<file path="src/rtl/numled_ctrl_pkg.sv">
// Shared constants and types for the seven-segment display controller:
// register offsets, the dark segment pattern and the scan state encoding.
package numled_ctrl_pkg;

  typedef logic [1:0] numled_off_t;
  typedef logic [6:0] seg_t;

  localparam numled_off_t NUMLED_OFF_VALUE = 2'd0;
  localparam numled_off_t NUMLED_OFF_EN    = 2'd1;
  localparam numled_off_t NUMLED_OFF_DP    = 2'd2;

  localparam seg_t        NUMLED_SEG_OFF   = 7'h7F;
  localparam logic [31:0] NUMLED_BASE_ADDR = 32'hFFFF_F000;

  typedef enum logic {
    ST_BLANK = 1'b0,
    ST_SHOW  = 1'b1
  } scan_state_t;

  function automatic int max_int(input int a, input int b);
    return (a > b) ? a : b;
  endfunction

endpackage

</file>
<file path="src/rtl/numled_ctrl_if.sv">
// CPU-side register window of the display controller, as seen from the
// BUS address decoder (master) and the controller (slave).
interface numled_ctrl_if;
  import numled_ctrl_pkg::*;

  logic        sel;
  numled_off_t addr;
  logic        we;
  logic [3:0]  be;
  logic [31:0] wdata;
  logic [31:0] rdata;

  modport master (output sel, addr, we, be, wdata, input rdata);
  modport slave  (input sel, addr, we, be, wdata, output rdata);
endinterface

</file>
<file path="src/rtl/numled_seg_decode.sv">
// Hex nibble to active-low seven-segment pattern, bit order {g,f,e,d,c,b,a}.
module numled_seg_decode
  import numled_ctrl_pkg::*;
(
  input  logic [3:0] nibble,
  output seg_t       seg
);

  always_comb begin
    seg = NUMLED_SEG_OFF;
    case (nibble)
      4'h0: seg = 7'h40;
      4'h1: seg = 7'h79;
      4'h2: seg = 7'h24;
      4'h3: seg = 7'h30;
      4'h4: seg = 7'h19;
      4'h5: seg = 7'h12;
      4'h6: seg = 7'h02;
      4'h7: seg = 7'h78;
      4'h8: seg = 7'h00;
      4'h9: seg = 7'h10;
      4'hA: seg = 7'h08;
      4'hB: seg = 7'h03;
      4'hC: seg = 7'h46;
      4'hD: seg = 7'h21;
      4'hE: seg = 7'h06;
      4'hF: seg = 7'h0E;
      default: seg = NUMLED_SEG_OFF;
    endcase
  end

endmodule

</file>
<file path="src/rtl/numled_ctrl.sv">
// Memory-mapped 8-digit seven-segment controller: VALUE/EN/DP registers and
// a BLANK/SHOW scan that multiplexes digits with dark gaps against ghosting.
module numled_ctrl
  import numled_ctrl_pkg::*;
#(
  parameter int SCAN_DIV  = 20000,
  parameter int BLANK_CYC = 16,
  parameter int DIGITS    = 8
) (
  input  logic              clk,
  input  logic              rst,
  numled_ctrl_if.slave      bus,
  output logic [DIGITS-1:0] led_en,
  output logic              led_ca,
  output logic              led_cb,
  output logic              led_cc,
  output logic              led_cd,
  output logic              led_ce,
  output logic              led_cf,
  output logic              led_cg,
  output logic              led_dp
);

  localparam int CNT_W = $clog2(max_int(SCAN_DIV, BLANK_CYC) + 1);
  localparam int IDX_W = (DIGITS > 1) ? $clog2(DIGITS) : 1;
  localparam logic [CNT_W-1:0]  BLANK_LAST = CNT_W'(BLANK_CYC);
  localparam logic [CNT_W-1:0]  SHOW_LAST  = CNT_W'(SCAN_DIV - 1);
  localparam logic [IDX_W-1:0]  IDX_LAST   = IDX_W'(DIGITS - 1);
  localparam logic [DIGITS-1:0] DIGIT_ONE  = DIGITS'(1);

  logic [31:0]       value;
  logic [DIGITS-1:0] en_mask;
  logic [DIGITS-1:0] dp_mask;

  scan_state_t       state, state_n;
  logic [CNT_W-1:0]  cnt, cnt_n;
  logic [IDX_W-1:0]  idx, idx_n;
  logic              latch;

  seg_t              dec_seg;
  seg_t              seg_r;
  logic [DIGITS-1:0] led_en_r;
  logic              dp_r;

  always_ff @(posedge clk) begin
    if (rst) begin
      value   <= '0;
      en_mask <= '1;
      dp_mask <= '0;
    end else if (bus.sel && bus.we) begin
      case (bus.addr)
        NUMLED_OFF_VALUE: begin
          for (int i = 0; i < 4; i++)
            if (bus.be[i]) value[i*8 +: 8] <= bus.wdata[i*8 +: 8];
        end
        NUMLED_OFF_EN: if (bus.be[0]) en_mask <= bus.wdata[DIGITS-1:0];
        NUMLED_OFF_DP: if (bus.be[0]) dp_mask <= bus.wdata[DIGITS-1:0];
        default: ;
      endcase
    end
  end

  always_comb begin
    bus.rdata = '0;
    if (bus.sel) begin
      case (bus.addr)
        NUMLED_OFF_VALUE: bus.rdata = value;
        NUMLED_OFF_EN:    bus.rdata[DIGITS-1:0] = en_mask;
        NUMLED_OFF_DP:    bus.rdata[DIGITS-1:0] = dp_mask;
        default:          bus.rdata = '0;
      endcase
    end
  end

  numled_seg_decode u_dec (
    .nibble (value[{idx, 2'b00} +: 4]),
    .seg    (dec_seg)
  );

  always_comb begin
    state_n = state;
    cnt_n   = cnt + CNT_W'(1);
    idx_n   = idx;
    latch   = 1'b0;
    case (state)
      ST_BLANK: begin
        if (cnt == BLANK_LAST) begin
          state_n = ST_SHOW;
          cnt_n   = '0;
          latch   = 1'b1;
        end
      end
      ST_SHOW: begin
        if (cnt == SHOW_LAST) begin
          state_n = ST_BLANK;
          cnt_n   = '0;
          idx_n   = (idx == IDX_LAST) ? '0 : idx + IDX_W'(1);
        end
      end
      default: begin
        state_n = ST_BLANK;
        cnt_n   = '0;
      end
    endcase
  end

  // Pins are registered and loaded together with the state, so the pattern
  // sampled at the latch edge (pre-write registers) holds for the whole slot.
  always_ff @(posedge clk) begin
    if (rst) begin
      state    <= ST_BLANK;
      cnt      <= '0;
      idx      <= '0;
      led_en_r <= '1;
      seg_r    <= NUMLED_SEG_OFF;
      dp_r     <= 1'b1;
    end else begin
      state <= state_n;
      cnt   <= cnt_n;
      idx   <= idx_n;
      if (latch) begin
        seg_r    <= dec_seg;
        dp_r     <= ~dp_mask[idx];
        led_en_r <= en_mask[idx] ? ~(DIGIT_ONE << idx) : '1;
      end else if (state_n == ST_BLANK) begin
        led_en_r <= '1;
        seg_r    <= NUMLED_SEG_OFF;
        dp_r     <= 1'b1;
      end
    end
  end

  assign led_en = led_en_r;
  assign led_ca = seg_r[0];
  assign led_cb = seg_r[1];
  assign led_cc = seg_r[2];
  assign led_cd = seg_r[3];
  assign led_ce = seg_r[4];
  assign led_cf = seg_r[5];
  assign led_cg = seg_r[6];
  assign led_dp = dp_r;

endmodule

</file>
<file path="src/flat_wrapper.sv">
// flat-port wrapper written by rule: the top's interface ports become plain ports
module numled_ctrl_flat import numled_ctrl_pkg::*;
#(
  parameter int SCAN_DIV  = 20000,
  parameter int BLANK_CYC = 16,
  parameter int DIGITS    = 8
)
  (clk, rst, led_en, led_ca, led_cb, led_cc, led_cd, led_ce, led_cf, led_cg, led_dp, bus_sel, bus_addr, bus_we, bus_be, bus_wdata, bus_rdata);
  numled_ctrl_if bus_i ();
  input  logic clk;
  input  logic rst;
  output logic [DIGITS-1:0] led_en;
  output logic led_ca;
  output logic led_cb;
  output logic led_cc;
  output logic led_cd;
  output logic led_ce;
  output logic led_cf;
  output logic led_cg;
  output logic led_dp;
  input wire logic [$bits(bus_i.sel)-1:0] bus_sel;
  input wire logic [$bits(bus_i.addr)-1:0] bus_addr;
  input wire logic [$bits(bus_i.we)-1:0] bus_we;
  input wire logic [$bits(bus_i.be)-1:0] bus_be;
  input wire logic [$bits(bus_i.wdata)-1:0] bus_wdata;
  output wire logic [$bits(bus_i.rdata)-1:0] bus_rdata;
  assign bus_i.sel = bus_sel;
  assign bus_i.addr = bus_addr;
  assign bus_i.we = bus_we;
  assign bus_i.be = bus_be;
  assign bus_i.wdata = bus_wdata;
  assign bus_rdata = bus_i.rdata;
  numled_ctrl #(.SCAN_DIV(SCAN_DIV), .BLANK_CYC(BLANK_CYC), .DIGITS(DIGITS)) u_core (.clk(clk), .rst(rst), .bus(bus_i), .led_en(led_en), .led_ca(led_ca), .led_cb(led_cb), .led_cc(led_cc), .led_cd(led_cd), .led_ce(led_ce), .led_cf(led_cf), .led_cg(led_cg), .led_dp(led_dp));
endmodule
</file>
<file path="config.mk">
export PLATFORM = sky130hd
export DESIGN_NAME = numled_ctrl_flat
export DESIGN_NICKNAME = d
export VERILOG_FILES = /design/src/rtl/numled_ctrl_pkg.sv /design/src/rtl/numled_ctrl_if.sv /design/src/rtl/numled_seg_decode.sv /design/src/rtl/numled_ctrl.sv /design/src/flat_wrapper.sv
export SDC_FILE = /design/constraint.sdc
export NUM_CORES = 1
export LEC_CHECK = 0
export BUFFER_PORTS_ARGS = -buffer_cell sky130_fd_sc_hd__buf_2
export CAP_MARGIN = 20
export CORE_ASPECT_RATIO = 1.75
export CORE_MARGIN = 1.5
export CORE_UTILIZATION = 40
export DETAILED_ROUTE_END_ITERATION = 7
export GPL_TIMING_DRIVEN = 0
export SLEW_MARGIN = 20
export SYNTH_ARGS = -nofsm -noshare
export SYNTH_HDL_FRONTEND = slang
export SYNTH_SLANG_ARGS = --single-unit
export TNS_END_PERCENT = 30
</file>
<file path="constraint.sdc">
create_clock -name clk -period 4.02 [get_ports clk]
set_clock_uncertainty 0.05 [all_clocks]
set_input_delay 0.603 -clock clk [delete_from_list [all_inputs] [get_ports clk]]
set_output_delay 0.603 -clock clk [all_outputs]
set_load 0.01 [all_outputs]
</file>
==> results.json <==
{
  "synthArstFlopShare_pct": 0,
  "setup_viol": 0,
  "maxCapViolations": 0,
  "ys_ff_latch": 83,
  "via_count": 3651,
  "drt_iter0_drc": 96,
  "r2r_slack_ns": 0.54,
  "synth-xor-area-share_pct": 2.89,
  "yosysMostFrequentCell": "dfxtp_1",
  "p_leak_nw": 2.10,
  "cts_tree": "done",
  "tightestPinTransition_ns": 0.834,
  "synthesis.nets": 527,
  "slew_headroom_pct": 42.8,
  "viasPerCell": 5.22,
  "cts_buffers": 9,
  "cp.required_ns": 4.19,
  "antennaDiodeCount": 0,
  "area_growth_syn_to_layout_pct": 20.6,
  "stdcell_count": 700,
  "muxShareOfSynthArea_pct": 17.3,
  "yosysTopAreaCellShare_pct": 39.2,
  "track_usage_pct": 21.2,
  "cp-end-kind": "register",
  "period_minus_slack_ns": 3.48,
  "syn_avg_cell_area_um2": 9.00,
  "drc": 0,
  "antenna_found_initial": 0,
  "wire_per_inst_um": 16.2,
  "crit_type": "register to register",
  "design.core.area_um2": 10300,
  "cts.sinks": 83,
  "powerDensity_nw_per_um2": 335,
  "path_clk_slew_ns": 0.06,
  "slew_violations": 0,
  "synth_cells": 471,
  "synth_common_cells": "83 x dfxtp_1, 55 x nand2_1, 48 x nor2_1, 43 x mux2i_1, 37 x a21oi_1",
  "grt_pass1_vias": 3718,
  "grt_pass1_wl_mm": 18.2,
  "fmax_mhz": 288,
  "dieArea_um2": 11300,
  "placed_cell_area_um2": 4830,
  "synth_top_family_by_area": "simple AND/OR/NAND/NOR gates",
  "yosys-top-cells-area": "dfxtp_1 39%, mux2i_1 10%, mux4_2 6.4%",
  "min_path_type": "register to register",
  "io_buffers": 86,
  "vdd_drop_max_mv": 0.183,
  "die_y_um": 139,
  "drive_above_1_share_pct": 23.7,
  "rsz0062_at_grt": "false",
  "rows": 49,
  "drt_wl_total_mm": 11.3,
  "start_util_pct": 41.2,
  "path_max_fanout": 10,
  "critical_path_arrival_ns": 3.64,
  "dp_cells": 684,
  "nNetsFinal": 624,
  "grt_max_degree": 14,
  "hold_viol_final": 0,
  "overflow": 0,
  "clk_path_buf_depth": 2,
  "place.gp.congestion": 0.825,
  "fin_ws_ns": 0.544,
  "critPathLaunchType": "register",
  "fin_area_um2": 5110,
  "postCtsHoldBufs": 0,
  "h-tree-depth": 3,
  "dieWidth_um": 80.8,
  "total_power_mw": 1.71,
  "holdWs_ns": 0.406,
  "yosys.area_share.simple_pct": 23.7,
  "drtPass1Iterations": 4,
  "outcome": "completed",
  "ios": 90,
  "post_synth_num_cell_types": 48,
  "clk_latency_ns": 0.34,
  "dpl.hpwl_mm": 8.80,
  "ys_warn_count": 0,
  "fin_util_pct": 49.7,
  "cts_setup_buffers": 0,
  "post-place-ws_ns": 0.568,
  "root_buffer": "clkbuf_16",
  "synth_largest_area_cell": "dfxtp_1",
  "fin_tns_setup_ns": 0,
  "synth_compound_area_share_pct": 8.76,
  "synth_seq_area_share_pct": 39.2,
  "synth_edf_count": 0,
  "ant_nets": 0,
  "synth-main-ff-cell": "dfxtp_1",
  "ctsResizeCount": 0,
  "fin_crit_sh_pct": 86.5,
  "synth_fa_ha_area_share_pct": 4.13,
  "syn_area_um2": 4240
}
[flip-flops by register name, summed over array words and instances, names as in the netlist]
signal and flops:
u_core.cnt 15, u_core.dp_mask 8, u_core.en_mask 8, u_core.idx 3, u_core.led_dp 1, u_core.led_en 8
u_core.seg_r 7, u_core.state 1, u_core.value 32
[metal layers]
layer  wire (µm)  vias to the layer above  GRT usage (%)
met1        4450                     1747           22.9
li1            -                     1816              -
met3         345                       17           3.82
met4         265                        0           8.53
met2        6260                       71           39.0
met5           0                        -              0
[critical path, stage by stage (launching register included)]
cell and delay [ns]:
dfxtp_1 0.37, clkbuf_1 0.53, mux4_2 0.60, mux2i_1 0.68
inv_1 0.15, ha_1 0.27, or3b_2 0.47, a21oi_1 0.16
o21ai_1 0.09
[power breakdown]
group | total [mW] | internal, mW | switching (mW)
Clock | 0.769 | 0.447 | 0.322
Combinational | 0.106 | 0.0425 | 0.0631
Sequential | 0.838 | 0.831 | 0.00708
Total | 1.71 | 1.32 | 0.392
[area by class of cell]
type / count / area [µm²]
inverters: 10 / 37.5
well taps: 127 / 159
repair buffers: 86 / 430
multi-input cells: 349 / 2410
clock buffers: 11 / 253
fillers: 1053 / 5180
clock inverters: 5 / 27.5
flip-flops and latches: 83 / 1660
plain buffers: 29 / 131
[cells in the final DEF (no fill, tap or decap), drive strengths merged, types with 10 or more instances in the layout]
cell    count
o21ai      11
inv        10
nand3      29
mux4       12
nand2      55
and2       34
buf        97
a21oi      38
mux2i      44
nor2       50
clkbuf     29
dfxtp      83
ha         14
[logic make-up after synthesis]
| family | count (synthesis) |
|---|---|
| XOR/XNOR | 14 |
| multiplexers | 57 |
| AO/OA/AOI/OAI | 61 |
| flip-flops | 83 |
| AND/OR/NAND/NOR | 203 |
| buffers and inverters | 39 |
| adder cells (fa/ha/maj) | 14 |
[final timing paths]
kind | from | to | depth (start not counted)
min reg2reg | u_core.cnt[0] | u_core.cnt[0] | 1
max | u_core.idx[2] | u_core.seg_r[0] | 8
max reg2reg | u_core.idx[2] | u_core.seg_r[0] | 8
min | u_core.cnt[0] | u_core.cnt[0] | 1
Power figures use the tool's default switching activity.
